`config.mk`:
```
export PLATFORM = sky130hd
export DESIGN_NAME = apb_req_arbiter
export DESIGN_NICKNAME = d
export VERILOG_FILES = /design/src/rtl/apb_req_arbiter.sv
export SDC_FILE = /design/constraint.sdc
export NUM_CORES = 1
export LEC_CHECK = 0
export CORE_UTILIZATION = 41
export DETAILED_ROUTE_END_ITERATION = 10
export MAX_ROUTING_LAYER = met4
export PLACE_DENSITY = 0.95
export SYNTH_ARGS = -nofsm -noshare
export SYNTH_HDL_FRONTEND = slang
export SYNTH_SLANG_ARGS = --single-unit
```
`constraint.sdc`:
```
create_clock -name PCLK -period 4.8 [get_ports PCLK]
set_input_delay 0.96 -clock PCLK [delete_from_list [all_inputs] [get_ports PCLK]]
set_output_delay 0.96 -clock PCLK [all_outputs]
set_load 0.03 [all_outputs]
```
`src/rtl/apb_req_arbiter.sv`:
```
// Round-robin arbiter sharing one APB master port between NUM_REQ requesters.
// Optional ACCESS wait-state timeout is enabled by defining APB_TIMEOUT_EN.
module apb_req_arbiter #(
    parameter int NUM_REQ        = 4,
    parameter int ADDR_W         = 5,
    parameter int DATA_W         = 32,
    parameter int TIMEOUT_CYCLES = 16
) (
    input  logic                        PCLK,
    input  logic                        PRESETn,
    input  logic [NUM_REQ-1:0]          req_i,
    input  logic [NUM_REQ-1:0]          req_wr_i,
    input  logic [NUM_REQ*ADDR_W-1:0]   req_addr_i,
    input  logic [NUM_REQ*DATA_W-1:0]   req_wdata_i,
    output logic [NUM_REQ-1:0]          gnt_o,
    output logic [NUM_REQ-1:0]          done_o,
    output logic [DATA_W-1:0]           rdata_o,
    output logic                        err_o,
    output logic                        busy_o,
    output logic [1:0]                  state_o,
    output logic [ADDR_W-1:0]           PADDR,
    output logic                        PSELx,
    output logic                        PENABLE,
    output logic                        PWRITE,
    output logic [DATA_W-1:0]           PWDATA,
    input  logic                        PREADY,
    input  logic [DATA_W-1:0]           PRDATA,
    input  logic                        PSLVERR
);
    localparam int PTR_W = $clog2(NUM_REQ);

    typedef enum logic [1:0] {IDLE = 2'd0, SETUP = 2'd1, ACCESS = 2'd2} state_e;

    if (NUM_REQ < 2 || NUM_REQ > 8 || TIMEOUT_CYCLES < 1) begin : g_bad_param
        $error("apb_req_arbiter: unsupported parameter value");
    end

    // Handshake: a requester holds req_i with stable command fields until its
    // done_o pulse; the APB side follows SETUP -> ACCESS, completing on PREADY.
    state_e              state_q, state_d;
    logic [PTR_W-1:0]    ptr_q, ptr_d;
    logic [NUM_REQ-1:0]  gnt_q, gnt_d, done_q, done_d, mask_q, mask_d;
    logic [DATA_W-1:0]   rdata_q, rdata_d, pwdata_q, pwdata_d;
    logic [ADDR_W-1:0]   paddr_q, paddr_d;
    logic                err_q, err_d, busy_q, busy_d;
    logic                psel_q, psel_d, penable_q, penable_d, pwrite_q, pwrite_d;

    logic [NUM_REQ-1:0]  req_m, gnt_win;
    logic [PTR_W-1:0]    idx, win_idx;
    logic                win_found, grant_now, complete, timeout_hit;
    logic [ADDR_W-1:0]   sel_addr;
    logic [DATA_W-1:0]   sel_wdata;
    logic                sel_wr;

    // The completing owner is ignored in its completion cycle and the one after.
    assign req_m = req_i & ~mask_q & ((state_q == ACCESS) ? ~gnt_q : {NUM_REQ{1'b1}});

    always_comb begin
        win_found = 1'b0;
        win_idx   = '0;
        idx       = '0;
        for (int i = 1; i <= NUM_REQ; i++) begin
            idx = PTR_W'((int'(ptr_q) + i) % NUM_REQ);
            if (!win_found && req_m[idx]) begin
                win_found = 1'b1;
                win_idx   = idx;
            end
        end
        gnt_win          = '0;
        gnt_win[win_idx] = 1'b1;
    end

    always_comb begin
        sel_addr  = '0;
        sel_wr    = 1'b0;
        sel_wdata = '0;
        for (int k = 0; k < NUM_REQ; k++) begin
            if (win_idx == PTR_W'(k)) begin
                sel_addr  = req_addr_i[k*ADDR_W +: ADDR_W];
                sel_wr    = req_wr_i[k];
                sel_wdata = req_wdata_i[k*DATA_W +: DATA_W];
            end
        end
    end

`ifdef APB_TIMEOUT_EN
    localparam int CNT_W = $clog2(TIMEOUT_CYCLES) + 1;
    logic [CNT_W-1:0] tmo_cnt_q, tmo_cnt_d;

    // Terminates on the wait cycle that brings the count to TIMEOUT_CYCLES.
    assign timeout_hit = (state_q == ACCESS) && !PREADY &&
                         (tmo_cnt_q == CNT_W'(TIMEOUT_CYCLES - 1));

    always_comb begin
        tmo_cnt_d = tmo_cnt_q;
        if (state_q == ACCESS && !PREADY) tmo_cnt_d = tmo_cnt_q + 1'b1;
        if (state_d == SETUP) tmo_cnt_d = '0;
    end

    always_ff @(posedge PCLK or negedge PRESETn) begin
        if (!PRESETn) tmo_cnt_q <= '0;
        else          tmo_cnt_q <= tmo_cnt_d;
    end
`else
    assign timeout_hit = 1'b0;
`endif

    always_comb begin
        state_d   = state_q;
        ptr_d     = ptr_q;
        gnt_d     = gnt_q;
        done_d    = '0;
        mask_d    = '0;
        rdata_d   = rdata_q;
        err_d     = err_q;
        busy_d    = busy_q;
        paddr_d   = paddr_q;
        psel_d    = psel_q;
        penable_d = penable_q;
        pwrite_d  = pwrite_q;
        pwdata_d  = pwdata_q;
        grant_now = 1'b0;
        complete  = 1'b0;
        case (state_q)
            IDLE: begin
                psel_d    = 1'b0;
                penable_d = 1'b0;
                busy_d    = 1'b0;
                grant_now = win_found;
            end
            SETUP: begin
                state_d   = ACCESS;
                penable_d = 1'b1;
            end
            ACCESS: begin
                complete = PREADY | timeout_hit;
                if (complete) begin
                    done_d    = gnt_q;
                    mask_d    = gnt_q;
                    err_d     = PREADY ? PSLVERR : 1'b1;
                    if (PREADY && !pwrite_q) rdata_d = PRDATA;
                    gnt_d     = '0;
                    penable_d = 1'b0;
                    if (win_found) begin
                        grant_now = 1'b1;
                    end else begin
                        state_d = IDLE;
                        psel_d  = 1'b0;
                        busy_d  = 1'b0;
                    end
                end
            end
            default: state_d = IDLE;
        endcase
        if (grant_now) begin
            state_d   = SETUP;
            ptr_d     = win_idx;
            gnt_d     = gnt_win;
            paddr_d   = sel_addr;
            pwrite_d  = sel_wr;
            pwdata_d  = sel_wdata;
            psel_d    = 1'b1;
            penable_d = 1'b0;
            busy_d    = 1'b1;
        end
    end

    always_ff @(posedge PCLK or negedge PRESETn) begin
        if (!PRESETn) begin
            state_q   <= IDLE;
            ptr_q     <= PTR_W'(NUM_REQ - 1);
            gnt_q     <= '0;
            done_q    <= '0;
            mask_q    <= '0;
            rdata_q   <= '0;
            err_q     <= 1'b0;
            busy_q    <= 1'b0;
            paddr_q   <= '0;
            psel_q    <= 1'b0;
            penable_q <= 1'b0;
            pwrite_q  <= 1'b0;
            pwdata_q  <= '0;
        end else begin
            state_q   <= state_d;
            ptr_q     <= ptr_d;
            gnt_q     <= gnt_d;
            done_q    <= done_d;
            mask_q    <= mask_d;
            rdata_q   <= rdata_d;
            err_q     <= err_d;
            busy_q    <= busy_d;
            paddr_q   <= paddr_d;
            psel_q    <= psel_d;
            penable_q <= penable_d;
            pwrite_q  <= pwrite_d;
            pwdata_q  <= pwdata_d;
        end
    end

    assign state_o = state_q;
    assign gnt_o   = gnt_q;
    assign done_o  = done_q;
    assign rdata_o = rdata_q;
    assign err_o   = err_q;
    assign busy_o  = busy_q;
    assign PADDR   = paddr_q;
    assign PSELx   = psel_q;
    assign PENABLE = penable_q;
    assign PWRITE  = pwrite_q;
    assign PWDATA  = pwdata_q;

endmodule
```
# Word level (Yosys, flattened, before mapping)
# Index checks and enable logic that the tools add are counted.
# totals
word_cells,104
latchBits,0
ff_bits,85
inputBits,192
mem_bits_ro,0
n_memories,0
output_inout_bits,84
ramBits,0
# op_classes
n_shift,0
n_mul,0
add_sub_neg,4
reduce_logical,21
bitwise,4
n_mux,50
n_eq_ne,8
div,0
magnitude_cmp,6
# op_table
cell,n
$mux 32,4
$mux 4,6
$mux 1,20
$mux 5,4
$lt 2x3->1 const B,5
$mux 2,7
$reduce_and 3->1,3
$and 4x4->4,2
$bmux 1 s2,4
$not 4->4,2
$eq 2x2->1 const B,3
$ne 3x3->1 const B,2
$pmux 2 s3,1
$reduce_and 2->1,3
$logic_and 1x1->1,5
$add 2x1->2 const B,2
$add 2x2->2 const B,2
$eq 2x1->1 const B,2
$logic_not 1->1,4
$logic_not 2->1,2
$pmux 1 s2,2
$reduce_bool 2->1,2
$reduce_bool 4->1,1
$pmux 1 s3,1
other kinds (4),4

# Depth between registers and ports, before layout
# Gate-level depths: netlist of run 1.
# logic_depth
depth_word,20
depth_mapped,9
depth_no_buf,7

# Least setup slack after synthesis of run 1
# OpenSTA, ideal clock, no wires.
# synth_timing
path_kind,input-to-reg
from,input req_i[3]
to,"register paddr_q[4], in the netlist PADDR[4]"
arrival_ns,2.399
path_stages,8
required_time_ns,4.650
slack_ns,2.251
cell_sequence,nor2b_1 > nand2_1 > a32oi_2 > clkbuf_2 > clkbuf_1 > a21boi_0 > a211oi_1 > a221oi_2
# synth_via
elab_chain_cells,19
# synth_lines
item,line,rtl
from (decl),11,"input logic [NUM_REQ-1:0] req_i,"
$and 4x4->4 (*) (2 in series),56,assign req_m = req_i & ~mask_q & ((state_q == ACCESS) ? ~gnt_q : {NUM_REQ{1'b1}});
$bmux 1 s2,64,if (!win_found && req_m[idx]) begin
$mux 1 (not written as such),64,
$mux 1,64,
$logic_not 1->1,64,
$logic_and 1x1->1,64,
$mux 1,64,
$logic_not 1->1,64,
$logic_and 1x1->1,64,
$mux 1,64,
$logic_not 1->1,64,
$logic_and 1x1->1,64,
$mux 2,64,
$logic_not 2->1,78,if (win_idx == PTR_W'(k)) begin
$mux 5 (4 in series),78,
to (signal assigned),192,paddr_q <= paddr_d;
to (decl),44,"logic [ADDR_W-1:0] paddr_q, paddr_d;"
# Every way passes the cells marked *; elsewhere a longest branch is shown, timed or not. The select of a mux whose other input is x is not followed.
# A chain may end at the register's enable or synchronous reset.

# Worst setup path in the final report of run 1
# layout_timing
from,input req_i[3]
to,"register pwdata_q[28], in the netlist PWDATA[28]"
# layout_via
elab_chain_cells,19
# layout_lines
item,line,rtl
$and 4x4->4 (*) (2 in series),56,
$bmux 1 s2,64,
$mux 1 (not written as such),64,
$mux 1,64,
$logic_not 1->1,64,
$logic_and 1x1->1,64,
$mux 1,64,
$logic_not 1->1,64,
$logic_and 1x1->1,64,
$mux 1,64,
$logic_not 1->1,64,
$logic_and 1x1->1,64,
$mux 2,64,
$logic_not 2->1,78,
$mux 32 (4 in series),78,
to (signal assigned),196,pwdata_q <= pwdata_d;
to (decl),43,"logic [DATA_W-1:0] rdata_q, rdata_d, pwdata_q, pwdata_d;"
# Marked as above.

==> out/metrics.yaml, run 1 <==
synth_seq_cells: 85
setup_violations: 0
cts.repair.resized: 0
drive_gt1_share_pct: 11.7
grt_max_degree: 86
p_per_area_nw_per_um2: 645
clock_path_buffers: 2
critPathLaunch: "req_i[3]"
num_rows: 38
grt_pass1_vias: 4563
synth_seq_area_share_pct: 46.2
synth_edf_count: 0
rsz0062_at_grt: "false"
first_pass_iters: 4
fp.dieW_um: 108
yosys.cell_types.count: 39
clkLatencyLatePin_ps: 360
multi_input_area_um2: 2250
drv_cap: 0
area_growth_pct: 64.4
whs_ps: 515
post_cts_buffers: 0
place.gp.congestion: 0.889
drc: 0
cts_tree: "yes"
critPathLaunchType: "input pin"
cellLeakagePower_nw: 3.04
synth_top_area_share_pct: 45.0
port_buffers: 275
fin_crit_sh_pct: 66.7
worstPathCellList: "clkdlybuf4s50_1 -> nor2b_1 -> nand2_1 -> nand2_1 -> o21ai_4 -> inv_2 -> and2_4 -> a221oi_1"
synth_area_leaders: "dfrtp_1 (45%), mux2i_1 (8.2%), mux2_2 (7.8%)"
min_period_ps: 3200
r2r_setup_slack_ps: 2260
tns_ps: 0
fin_ws_ps: 1600
path_class: "input pin to register"
ys_top_cells_by_count: "dfrtp_1 (83), nor2_1 (41), a211oi_1 (38), mux2i_1 (38), a21boi_0 (37)"
cts_sinks: 85
clk_pin_slew_ps: 100
cts_root_buf: "clkbuf_8"
regToRegStartpoint: "state_o[0]"
required_ps: 4990
final-seq-area_um2: 2130
drtIter0Drc: 273
fin_cells: 807
dieArea_um2: 11700
yosys.area.top_type: "dfrtp_1"
cts_made_buffers: 9
synth_area_per_cell_um2: 11.3
fillers: 792
syn_nets: 599
final_util_pct: 69.7
avgRoutedWirePerCell_um: 19.2
yosysMostFrequentCell: "dfrtp_1"
relSlewSlack_pct: 28.3
via_per_inst: 5.57
arrival_ps: 3390
grtUsageTotal_pct: 27.1
yosysWarnings: 0
cts_hold_buffers: 0
crit_fanout: 39
slowest_delay_ps: 610
fmax_mhz: 312
dp.cells: 791
maxSlewViolCount: 0
antenna_cells: 0
design.core.area_um2: 10900
tightest_slew_ps: 1080
vias: 4496
netlist_area_um2: 4610
antenna_left: 0
ir_drop_uv: 414
h-tree-depth: 3
antenna_found_initial: 0
start_util_pct: 42.4
wl_mm: 15.5
synthCells: 407
grt_pass1_wl_mm: 23.4
min_from: "rdata_o[15]"
min_path_type: "register to register"
status: "finished clean"
hold_violations: 0
critPathSlowestCell: "and2_4"
synthArstFlopShare_pct: 100
die_y_um: 108
grt_overflow: 0
fin_nets: 854
fin_worst_skew_ps: 15.0
endpoint_kind: "register"
io_pins: 276
synth_flop_cell: "dfrtp_1"
hpwl_mm: 11.4
cp_common_cell: "nand2_1"
dp_worst_setup_slack_ps: 1220
## layout by cell type, fill, tap and decap left out, drive strengths merged
cell / instances
a211oi: 38
a21boi: 38
a21o: 3
a21oi: 2
a221oi: 38
a311oi: 1
a31oi: 1
a32oi: 2
and2: 4
and2b: 1
and3: 4
and3b: 2
buf: 7
clkbuf: 9
clkdlybuf4s50: 274
clkinv: 2
dfrtp: 83
dfstp: 2
inv: 10
mux2: 32
mux2i: 38
nand2: 12
nand2b: 2
nand3: 8
nand3b: 2
nor2: 41
nor2b: 3
o21ai: 3
o221ai: 1
o22ai: 1
o31ai: 2
or3: 1
## kinds of logic after synthesis
family          share of synthesized area, %
mux                                     16.1
buf+inv                                 5.34
compound gates                          24.4
simple gates                            8.00
flops                                   46.2
## final timing paths
path	cells after the start	to
worst max-delay path	8	PWDATA[28]
worst min-delay path	1	rdata_o[15]
worst max register to register	7	PWDATA[15]
worst min register to register	1	rdata_o[15]
max in group asynchronous	1	PWDATA[30]
min in group asynchronous	1	rdata_o[0]
## layer usage
layer | global-route usage, % | wire length (µm) | vias up
li1 | - | - | 2054
met1 | 31.3 | 5670 | 2179
met2 | 45.6 | 8250 | 227
met3 | 5.49 | 1140 | 36
met4 | 11.4 | 420 | 0
met5 | - | 0 | -
## metrics by stage
| step | total power [mW] | instance area, µm² |
|---|---|---|
| 2_1_floorplan | 3.26 | 4610 |
| 3_3_place_gp | 4.28 | 7400 |
| 3_5_place_dp | 4.40 | 7400 |
| 4_1_cts | 4.91 | 7590 |
| 5_1_grt | 5.14 | 7590 |
| 6_report | 4.89 | 7590 |
## worst max-delay path: cells and delay by family
family / cells / cell delay [ps]
and+or+nand+nor: 4 / 1200
AOI/OAI and AO/OA: 2 / 290
buffers and inverters: 2 / 930
## area by class of cell
type	instances	area share, %
repair buffers	281	37.2
multi-input cells	280	29.7
flip-flops and latches	85	28.1
well taps	140	2.31
clock buffers	9	1.63
clock inverters	7	0.858
inverters	5	0.247
## registers in the layout (all words and copies together), names as in the netlist, 2 cells and up
| register | cells |
|---|---|
| mask_q | 4 |
| PADDR | 5 |
| rdata_o | 32 |
| ptr_q | 2 |
| PWDATA | 32 |
| gnt_o | 4 |
| state_o | 2 |
## report_power, final
group,internal [mW],total [mW],switching [mW]
Combinational,1.33,3.09,1.76
Sequential,1.07,1.30,0.229
Clock,0.203,0.501,0.298
Total,2.60,4.89,2.29
Power figures use the tool's default switching activity.
==> inputs of run 2 (changes only) <==
--- a/config.mk
+++ b/config.mk
@@ -5,10 +5,10 @@
 export SDC_FILE = /design/constraint.sdc
 export NUM_CORES = 1
 export LEC_CHECK = 0
-export CORE_UTILIZATION = 41
+export CORE_UTILIZATION = 34
 export DETAILED_ROUTE_END_ITERATION = 10
 export MAX_ROUTING_LAYER = met4
-export PLACE_DENSITY = 0.95
+export PLACE_DENSITY = 0.88
 export SYNTH_ARGS = -nofsm -noshare
 export SYNTH_HDL_FRONTEND = slang
 export SYNTH_SLANG_ARGS = --single-unit
==> constraint.sdc (replaced) <==
create_clock -name PCLK -period 2.9 [get_ports PCLK]
set_input_delay 0.58 -clock PCLK [delete_from_list [all_inputs] [get_ports PCLK]]
set_output_delay 0.58 -clock PCLK [all_outputs]
set_load 0.03 [all_outputs]
==> run 2 against run 1 <==
  * Via count shrank 0.67%
  * Core utilization shrank 10 points
  * Sequential power grew 64%
  * Combinational power grew 66%
  * Power grew 74%
  * Routed wire length shrank 4.4%
  * Global-route usage shrank 5.3 points
  * Worst setup slack lost 1300 ps
  * Sequential share of layout area shrank 0.90 points
  * Critical endpoint is now PWDATA[22]
  * Largest power group unchanged
==> out/metrics.yaml, run 2 (synthesized netlist as in run 1, its figures left out) <==
status: "finished clean"
io_pins: 276
fp.dieW_um: 118
fin_cells: 848
design.core.area_um2: 13200
rsz0062_at_grt: "false"
cellLeakagePower_nw: 3.13
critPathLaunch: "req_i[3]"
first_pass_iters: 4
min_period_ps: 2550
cts_tree: "yes"
mostFrequentLayoutCell: "clkdlybuf4s50_1"
relSlewSlack_pct: 61.0
regToRegStartpoint: "state_o[1]"
tightest_slew_ps: 584
top_usage_layer: "met2"
avgRoutedWirePerCell_um: 17.4
clkLatencyLatePin_ps: 340
required_ps: 3100
grt.met3_usage_pct: 4.15
hpwl_mm: 10.9
cts_made_buffers: 9
final_util_pct: 59.2
final_cell_mix: "clkdlybuf4s50_1 (274), dfrtp_1 (83), nor2_1 (40), a211oi_1 (38), mux2i_1 (38)"
ir_drop_uv: 538
drtIter0Drc: 191
fin_nets: 860
cts.repair.resized: 0
hold_violations: 0
fin_worst_skew_ps: 4.15
p_per_area_nw_per_um2: 1090
grt_max_degree: 46
start_util_pct: 34.8
use_met1_pct: 24.1
wl_mm: 14.8
clock_path_buffers: 2
grt_pass1_vias: 4648
cts_root_buf: "clkbuf_16"
worstPathCellList: "clkdlybuf4s50_1 -> nor2b_1 -> nand3_1 -> a32oi_2 -> buf_4 -> a21boi_0 -> a211oi_1 -> a221oi_2"
area_growth_pct: 69.9
cts_sinks: 85
tns_ps: 0
fmax_mhz: 392
h-tree-depth: 3
die_y_um: 118
via_per_inst: 5.27
antenna_left: 0
whs_ps: 230
path_class: "input pin to register"
critPathSlowestCell: "clkdlybuf4s50_1"
min_path_type: "input pin to async pin"
grtUsageTotal_pct: 21.8
cts_hold_buffers: 0
setup_violations: 0
arrival_ps: 2750
num_rows: 42
fin_crit_sh_pct: 88.0
antenna_found_initial: 0
drv_cap: 0
maxSlewViolCount: 0
grt_overflow: 0
drive_gt1_share_pct: 12.4
cp_num_buf_inv: 2
port_buffers: 275
endpoint_kind: "register"
critPathLaunchType: "input pin"
place.gp.congestion: 0.808
dp.cells: 833
grt_pass1_wl_mm: 23.2
vias: 4466
antenna_cells: 0
critPathTopFamily: "buffers and inverters"
met2_usage_pct: 38.5
finalPower_mw: 8.52
dieArea_um2: 14000
crit_fanout: 39
slowest_delay_ps: 450
post_cts_buffers: 0
drc: 0
clk_pin_slew_ps: 60
[run 2: final cells by class]
| class | count | area [µm²] |
|---|---|---|
| Timing Repair Buffer | 287 | 2890 |
| Clock inverter | 5 | 85.1 |
| Sequential cell | 85 | 2130 |
| Tap cell | 176 | 220 |
| Clock buffer | 10 | 239 |
| Inverter | 5 | 18.8 |
| Multi-Input combinational cell | 280 | 2250 |
| Fill cell | 1060 | 5410 |
[run 2: power breakdown]
part           internal, mW  switching [mW]
registers              1.78           0.351
logic                  2.26            2.88
clock network         0.776           0.470
total                  4.81            3.70
[run 2: metrics by stage]
stage	instance area, µm²	setup slack (ps)
after floorplan	4610	731
after global placement	7510	84.3
after detailed placement	7510	35.6
after CTS	7840	408
after global routing	7840	201
final	7840	347
[run 2: path summary, 6_finish.rpt]
| path | endpoint | slack, ps | cells after the start |
|---|---|---|---|
| worst min register to register | err_o | 500 | 2 |
| worst min-delay path | rdata_o[2] | 230 | 1 |
| worst max register to register | PWDATA[13] | 650 | 7 |
| worst max-delay path | PWDATA[22] | 350 | 8 |
| min in group PCLK | err_o | 500 | 2 |
| max in group asynchronous | rdata_o[3] | 2000 | 2 |
[run 2: routing by layer]
| layer | up-vias | wire (µm) |
|---|---|---|
| li1 | 2071 | - |
| met1 | 2129 | 5850 |
| met5 | - | 0 |
| met4 | 0 | 346 |
| met2 | 239 | 7640 |
| met3 | 27 | 960 |
==> inputs of run 3 (changes only) <==
--- a/config.mk
+++ b/config.mk
@@ -7,6 +7,7 @@
 export LEC_CHECK = 0
 export CORE_UTILIZATION = 34
 export DETAILED_ROUTE_END_ITERATION = 10
+export GPL_ROUTABILITY_DRIVEN = 0
 export MAX_ROUTING_LAYER = met4
 export PLACE_DENSITY = 0.88
 export SYNTH_ARGS = -nofsm -noshare
==> results of run 3 <==
Same layout as run 2: the final DEF is identical, and so are final timing and power.
